[config.mk]
export PLATFORM = sky130hd
export DESIGN_NAME = axis_pkt_demux
export DESIGN_NICKNAME = d
export VERILOG_FILES = /design/src/rtl/axis_pkt_demux.sv
export SDC_FILE = /design/constraint.sdc
export NUM_CORES = 1
export LEC_CHECK = 0
export CORE_ASPECT_RATIO = 1.25
export CORE_MARGIN = 5
export CORE_UTILIZATION = 37
export CTS_CLUSTER_SIZE = 40
export DETAILED_ROUTE_END_ITERATION = 12
export PLACE_DENSITY = 0.81
export RECOVER_POWER = 50
export SYNTH_ARGS = -nofsm -noshare
export SYNTH_HDL_FRONTEND = slang
export SYNTH_SLANG_ARGS = --single-unit
[constraint.sdc]
create_clock -name clk -period 2.6 [get_ports clk]
set_input_delay 0.52 -clock clk [delete_from_list [all_inputs] [get_ports clk]]
set_output_delay 0.52 -clock clk [all_outputs]
set_load 0.02 [all_outputs]
[src/rtl/axis_pkt_demux.sv]
// rtl/axis_pkt_demux.sv - packet-aware AXI-Stream 1:NUM_CH demux with registered output stage.
// Optional dropped-packet counter is enabled by defining AXIS_DEMUX_DROP_CNT_EN.
module axis_pkt_demux #(
   parameter int NUM_CH = 4,
   parameter int DATA_W = 32
) (
   input  logic                     clk,
   input  logic                     rst_n,
   input  logic [7:0]               bus_sel,
   input  logic [DATA_W-1:0]        s_axis_tdata,
   input  logic                     s_axis_tvalid,
   input  logic                     s_axis_tlast,
   output logic                     s_axis_tready,
   output logic [NUM_CH*DATA_W-1:0] m_axis_tdata,
   output logic [NUM_CH-1:0]        m_axis_tvalid,
   output logic [NUM_CH-1:0]        m_axis_tlast,
   input  logic [NUM_CH-1:0]        m_axis_tready,
   output logic                     busy,
`ifdef AXIS_DEMUX_DROP_CNT_EN
   output logic [15:0]              drop_cnt,
`endif
   output logic [6:0]               cur_ch
);

   localparam logic [1:0] IDLE  = 2'd0;
   localparam logic [1:0] ROUTE = 2'd1;
   localparam logic [1:0] DROP  = 2'd2;

   localparam logic [7:0] NUM_CH_C = 8'(NUM_CH);

   logic [1:0]        state;
   logic              out_valid;
   logic              out_last;
   logic [6:0]        out_ch;
   logic [DATA_W-1:0] out_data;
   logic              out_ready;
   logic              sel_ok;
   logic              accept;
   logic              load;
   logic              pop;

   assign sel_ok = bus_sel[7] && ({1'b0, bus_sel[6:0]} < NUM_CH_C);

   // Decode the held channel against the ready vector without a wide variable index.
   always_comb begin
      out_ready     = 1'b0;
      m_axis_tvalid = '0;
      m_axis_tlast  = '0;
      for (int i = 0; i < NUM_CH; i++) begin
         if (out_ch == 7'(i)) begin
            out_ready        = m_axis_tready[i];
            m_axis_tvalid[i] = out_valid;
            m_axis_tlast[i]  = out_valid && out_last;
         end
      end
   end

   always_comb begin
      s_axis_tready = 1'b0;
      case (state)
         ROUTE:   s_axis_tready = !out_valid || out_ready;
         DROP:    s_axis_tready = 1'b1;
         default: s_axis_tready = 1'b0;
      endcase
   end

   assign accept       = s_axis_tvalid && s_axis_tready;
   assign load         = accept && (state == ROUTE);
   assign pop          = out_valid && out_ready;
   assign m_axis_tdata = {NUM_CH{out_data}};
   assign busy         = (state != IDLE) || out_valid;

   always_ff @(posedge clk or negedge rst_n) begin
      if (!rst_n) begin
         state     <= IDLE;
         cur_ch    <= '0;
         out_valid <= 1'b0;
         out_last  <= 1'b0;
         out_ch    <= '0;
         out_data  <= '0;
      end else begin
         case (state)
            IDLE: begin
               if (s_axis_tvalid) begin
                  if (sel_ok) begin
                     cur_ch <= bus_sel[6:0];
                     state  <= ROUTE;
                  end else begin
                     state  <= DROP;
                  end
               end
            end
            ROUTE:   if (accept && s_axis_tlast) state <= IDLE;
            DROP:    if (accept && s_axis_tlast) state <= IDLE;
            default: state <= IDLE;
         endcase

         // A load overrides a pop so back-to-back beats stream at full rate.
         if (load) begin
            out_valid <= 1'b1;
            out_data  <= s_axis_tdata;
            out_last  <= s_axis_tlast;
            out_ch    <= cur_ch;
         end else if (pop) begin
            out_valid <= 1'b0;
         end
      end
   end

`ifdef AXIS_DEMUX_DROP_CNT_EN
   always_ff @(posedge clk or negedge rst_n) begin
      if (!rst_n) begin
         drop_cnt <= '0;
      end else if ((state == DROP) && accept && s_axis_tlast && (drop_cnt != 16'hFFFF)) begin
         drop_cnt <= drop_cnt + 16'd1;
      end
   end
`endif

endmodule

== Word-level counts from Yosys, hierarchy flattened ==
Index checks and enable logic that the tools add are counted.
Cells by class
  magnitude comparators: 1
  equal/unequal tests: 7
  multiplexer cells: 19
  reductions and logical operators: 16
Operators by type and width (count)
  $eq 7x2->1 const B: 2
  $mux 1: 14
  $eq 7x1->1 const B: 1
  $logic_not 7->1: 1
  $lt 7x3->1 const B: 1
  $logic_and 1x1->1: 6
  $mux 2: 3
  $pmux 2 s2: 1
  $reduce_bool 2->1: 2
  $reduce_and 3->1: 1
  $eq 2x1->1 const B: 1
  $eq 2x2->1 const B: 1
  $logic_not 2->1: 1
  $logic_or 1x1->1: 2
  $ne 2x1->1 const B: 1
  $ne 2x2->1 const B: 1
  $pmux 1 s2: 1
  $reduce_and 2->1: 1
  $reduce_or 2->1: 1
  $logic_not 1->1: 1
Word-level totals
  register bits after elaboration: 50
  bits of input ports: 48

== Depth between registers and ports, before layout ==
  word-level depth: 11
  depth in mapped cells: 6

== Worst setup path after synthesis ==
No wires, ideal clock.
  path type: input port to flip-flop
  start: input m_axis_tready[3]
  end: register out_ch[0]
  setup time: 0.125 ns
  arrival: 1.964 ns
  required time: 2.475 ns
  path slack: 0.511 ns
  stages on the path: 5
  buffers on the path: 1
  path through: mux4_2 a311oi_4 nor2_4 buf_12 mux2_4
On the way
  word-level cells in the longest chain between the ends: 5
RTL lines
  start, declared: RTL line 17  | input logic [NUM_CH-1:0] m_axis_tready,
  $mux 1: RTL line 50  | if (out_ch == 7'(i)) begin
  $logic_or 1x1->1: RTL line 61  | ROUTE: s_axis_tready = !out_valid || out_ready;
  $pmux 1 s2: RTL line 60  | case (state)
  $logic_and 1x1->1: RTL line 67  | assign accept = s_axis_tvalid && s_axis_tready;
  $logic_and 1x1->1: RTL line 68  | assign load = accept && (state == ROUTE);
  end signal, assigned: RTL line 103  | out_ch <= cur_ch;
  end, declared: RTL line 34  | logic [6:0] out_ch;
Every way passes these cells.
A chain may end at the register's enable or synchronous reset.

== Worst setup path in the final report ==
  start: input m_axis_tready[3]
  end: output s_axis_tready
On the way
  word-level cells in the longest chain between the ends: 3
RTL lines
  $mux 1: RTL line 50
  $logic_or 1x1->1: RTL line 61
  $pmux 1 s2: RTL line 60
  end, declared: RTL line 13  | output logic s_axis_tready,
Every way passes these cells.

==> flow_summary.json <==
{
  "status": "finished, violations left",
  "violations": "max-capacitance violations, max-slew violations",
  "setup_violations": 0,
  "clockRootBuffer": "clkbuf_8",
  "grt_usage_pct": 13.04,
  "drv_slew": 37,
  "fin_nets": 403,
  "coreArea_um2": 8148,
  "cp.required_ns": 2.08,
  "powerDensity_nw_per_um2": 618.8,
  "synth-seq-cells": 50,
  "synthCells": 245,
  "drcViolationCount": 0,
  "synthFlopType": "dfrtp_1",
  "synth_common_cells": "buf_4, dfrtp_1, mux2_4",
  "yosysMostFrequentCell": "buf_4",
  "drtIter0Drc": 38,
  "regArea_um2": 1251,
  "start_kind": "input port",
  "crit_type": "input port to output pin",
  "cts_setup_buffers": 0,
  "synth_largest_area_cell": "dfrtp_1",
  "initial_core_util_pct": 37.38,
  "multiInputGateArea_um2": 991.0,
  "grt_pass1_wl_um": 10940,
  "timing.hold.ws_ns": 0.5237,
  "drt_first_pass_iters": 4,
  "via_count": 1981,
  "dp.final_hpwl_um": 5746,
  "relSlewSlack_pct": -27.86,
  "max_freq_mhz": 394.9,
  "grt_setup_unrepaired": "no",
  "dieWidth_um": 91.15,
  "r2r_slack_ns": 0.47,
  "min_path_type": "flop to flop",
  "rows": 37,
  "power.static_leakage_nw": 2.118,
  "power.total_mw": 2.758,
  "crit_path_end_kind": "output pin",
  "cts_tree": "built",
  "synthesis.area_um2": 3045,
  "antenna_cells": 0,
  "numClockSinks": 50,
  "area_delta_synth_final_pct": 46.34,
  "drv_cap": 1,
  "routabilityCongestion": 0.8140,
  "fin_worst_skew_ns": 0.006746,
  "syn_nets": 296,
  "avgRoutedWirePerCell_um": 15.75,
  "drive_above_1_share_pct": 18.41,
  "die_h_um": 111.4,
  "portBuffers": 192,
  "grt-ovfl-total": 0,
  "synth.area.top_cells": "dfrtp_1, buf_4, mux2_4, buf_12, and2_1",
  "cp.arrival_ns": 2.01,
  "async_reset_ff_share_pct": 100.0,
  "h-tree-depth": 2,
  "ys_seq_area_share_pct": 41.08,
  "hold_depth": 1,
  "hold_viol": 0,
  "worst_slew_pin_slew_ns": 1.918,
  "cts_buffers": 5,
  "fin_util_pct": 54.70,
  "syn_area_per_cell_um2": 12.43,
  "r2r_cells": 6,
  "reg2reg_to": "out_data[9]$_DFFE_PN0P_",
  "grt_pass1_vias": 2094,
  "grt_max_degree": 37,
  "antenna_left": 0,
  "synth_top_area_share_pct": 41.08,
  "ir_worst_vdd_uv": 313.9,
  "vias_per_cell": 4.402,
  "whs_endpoint": "cur_ch[2]$_DFFE_PN0P_",
  "antenna_found_initial": 0,
  "yosysUniqueCellTypes": 29,
  "fillers": 686,
  "pin_count": 193,
  "finalWirelength_um": 7087,
  "hold_start": "cur_ch[2]$_DFFE_PN0P_",
  "die_area_um2": 10160,
  "yosys_warnings": 0,
  "path_clk_slew_ns": 0.10,
  "critPathMaxFanout": 2,
  "cts_buffer_depth": 2,
  "fin_crit_ns": 2.532,
  "worstSetupStartpoint": "m_axis_tready[3]",
  "synth-edff-count": 0,
  "fin_crit_sh_pct": 97.40,
  "tns_ns": 0,
  "r2r-start": "out_ch[0]$_DFFE_PN0P_",
  "clk_latency_ns": 0.30
}
==> logic make-up after synthesis <==
kind of cell	Yosys count	synth area share [%]
compound gates	10	3.163
fa+ha+maj	3	1.233
buf+inv	104	26.79
flops	50	41.08
mux	43	21.20
simple gates	35	6.533
==> where the power goes <==
group / switching (mW) / internal [mW]
clock: 0.265 / 0.220
sequential: 0.101 / 0.867
combinational: 0.640 / 0.665
==> layer usage <==
layer / vias to the layer above / wire length (um) / GRT usage (%)
met5: - / 0 / 0
met4: 0 / 75 / 3.131
met3: 7 / 532 / 3.378
met2: 99 / 3848 / 24.69
met1: 942 / 2631 / 14.27
li1: 933 / - / -
==> sequential cells by signal (all words and copies together) (netlist names) <==
| signal | cells |
|---|---|
| out_data | 32 |
| cur_ch | 7 |
| out_ch | 7 |
| state | 2 |
| out_last | 1 |
| out_valid | 1 |
==> stage by stage <==
step | worst slack, ns | cell area (um^2) | std cells
finish | 0.06770 | 4457 | 450
global route | 0.02077 | 4457 | 450
CTS | 0.05880 | 4461 | 450
detailed placement | -0.3164 | 4368 | 442
global placement | -0.3158 | 4368 | 442
floorplan | 0.5110 | 3045 | 245
==> worst max-delay path by stage <==
stage,cells past startpoint,endpoint,slack (ns)
after floorplan,5,out_ch[0]$_DFFE_PN0P_,0.51
after global placement,6,s_axis_tready,-0.32
after detailed placement,6,s_axis_tready,-0.32
after CTS,6,s_axis_tready,0.06
after global routing,6,s_axis_tready,0.02
final,6,s_axis_tready,0.07
==> placed cells by master (no fill, tap or decap), types with 2 or more instances in the layout <==
cell type,count
clkdlybuf4s50_1,117
dlygate4sd3_1,65
dfrtp_1,50
mux2_4,40
nor2_1,8
dlygate4sd2_1,8
nand2_1,6
clkbuf_8,6
inv_1,4
and2_1,4
nand2b_1,4
buf_4,4
o211ai_1,3
ha_1,3
nor2b_1,2
nand3_1,2
and2_0,2
mux2_2,2
clkbuf_1,2
buf_12,2
==> what timing repair did <==
action	4_1_cts	5_1_grt
setup endpoints to repair	9	1
resized for setup	13	1
pin swaps	0	0
hold buffers	0	0
==> layout make-up <==
type / instances / share of cell area [%]
clock buffer: 6 / 1.853
clock inverter: 2 / 0.3650
inverter: 4 / 0.3369
multi-input combinational: 91 / 22.23
sequential: 50 / 28.07
tap: 97 / 2.723
timing repair buffer: 200 / 44.41
==> critical path, cell delays in order <==
cell and delay (ns):
clkdlybuf4s50_1 0.41, mux4_2 0.48, a31o_2 0.28, a21oi_2 0.13, nor2b_1 0.05, buf_2 0.15
(Power assumes the default switching activity.)
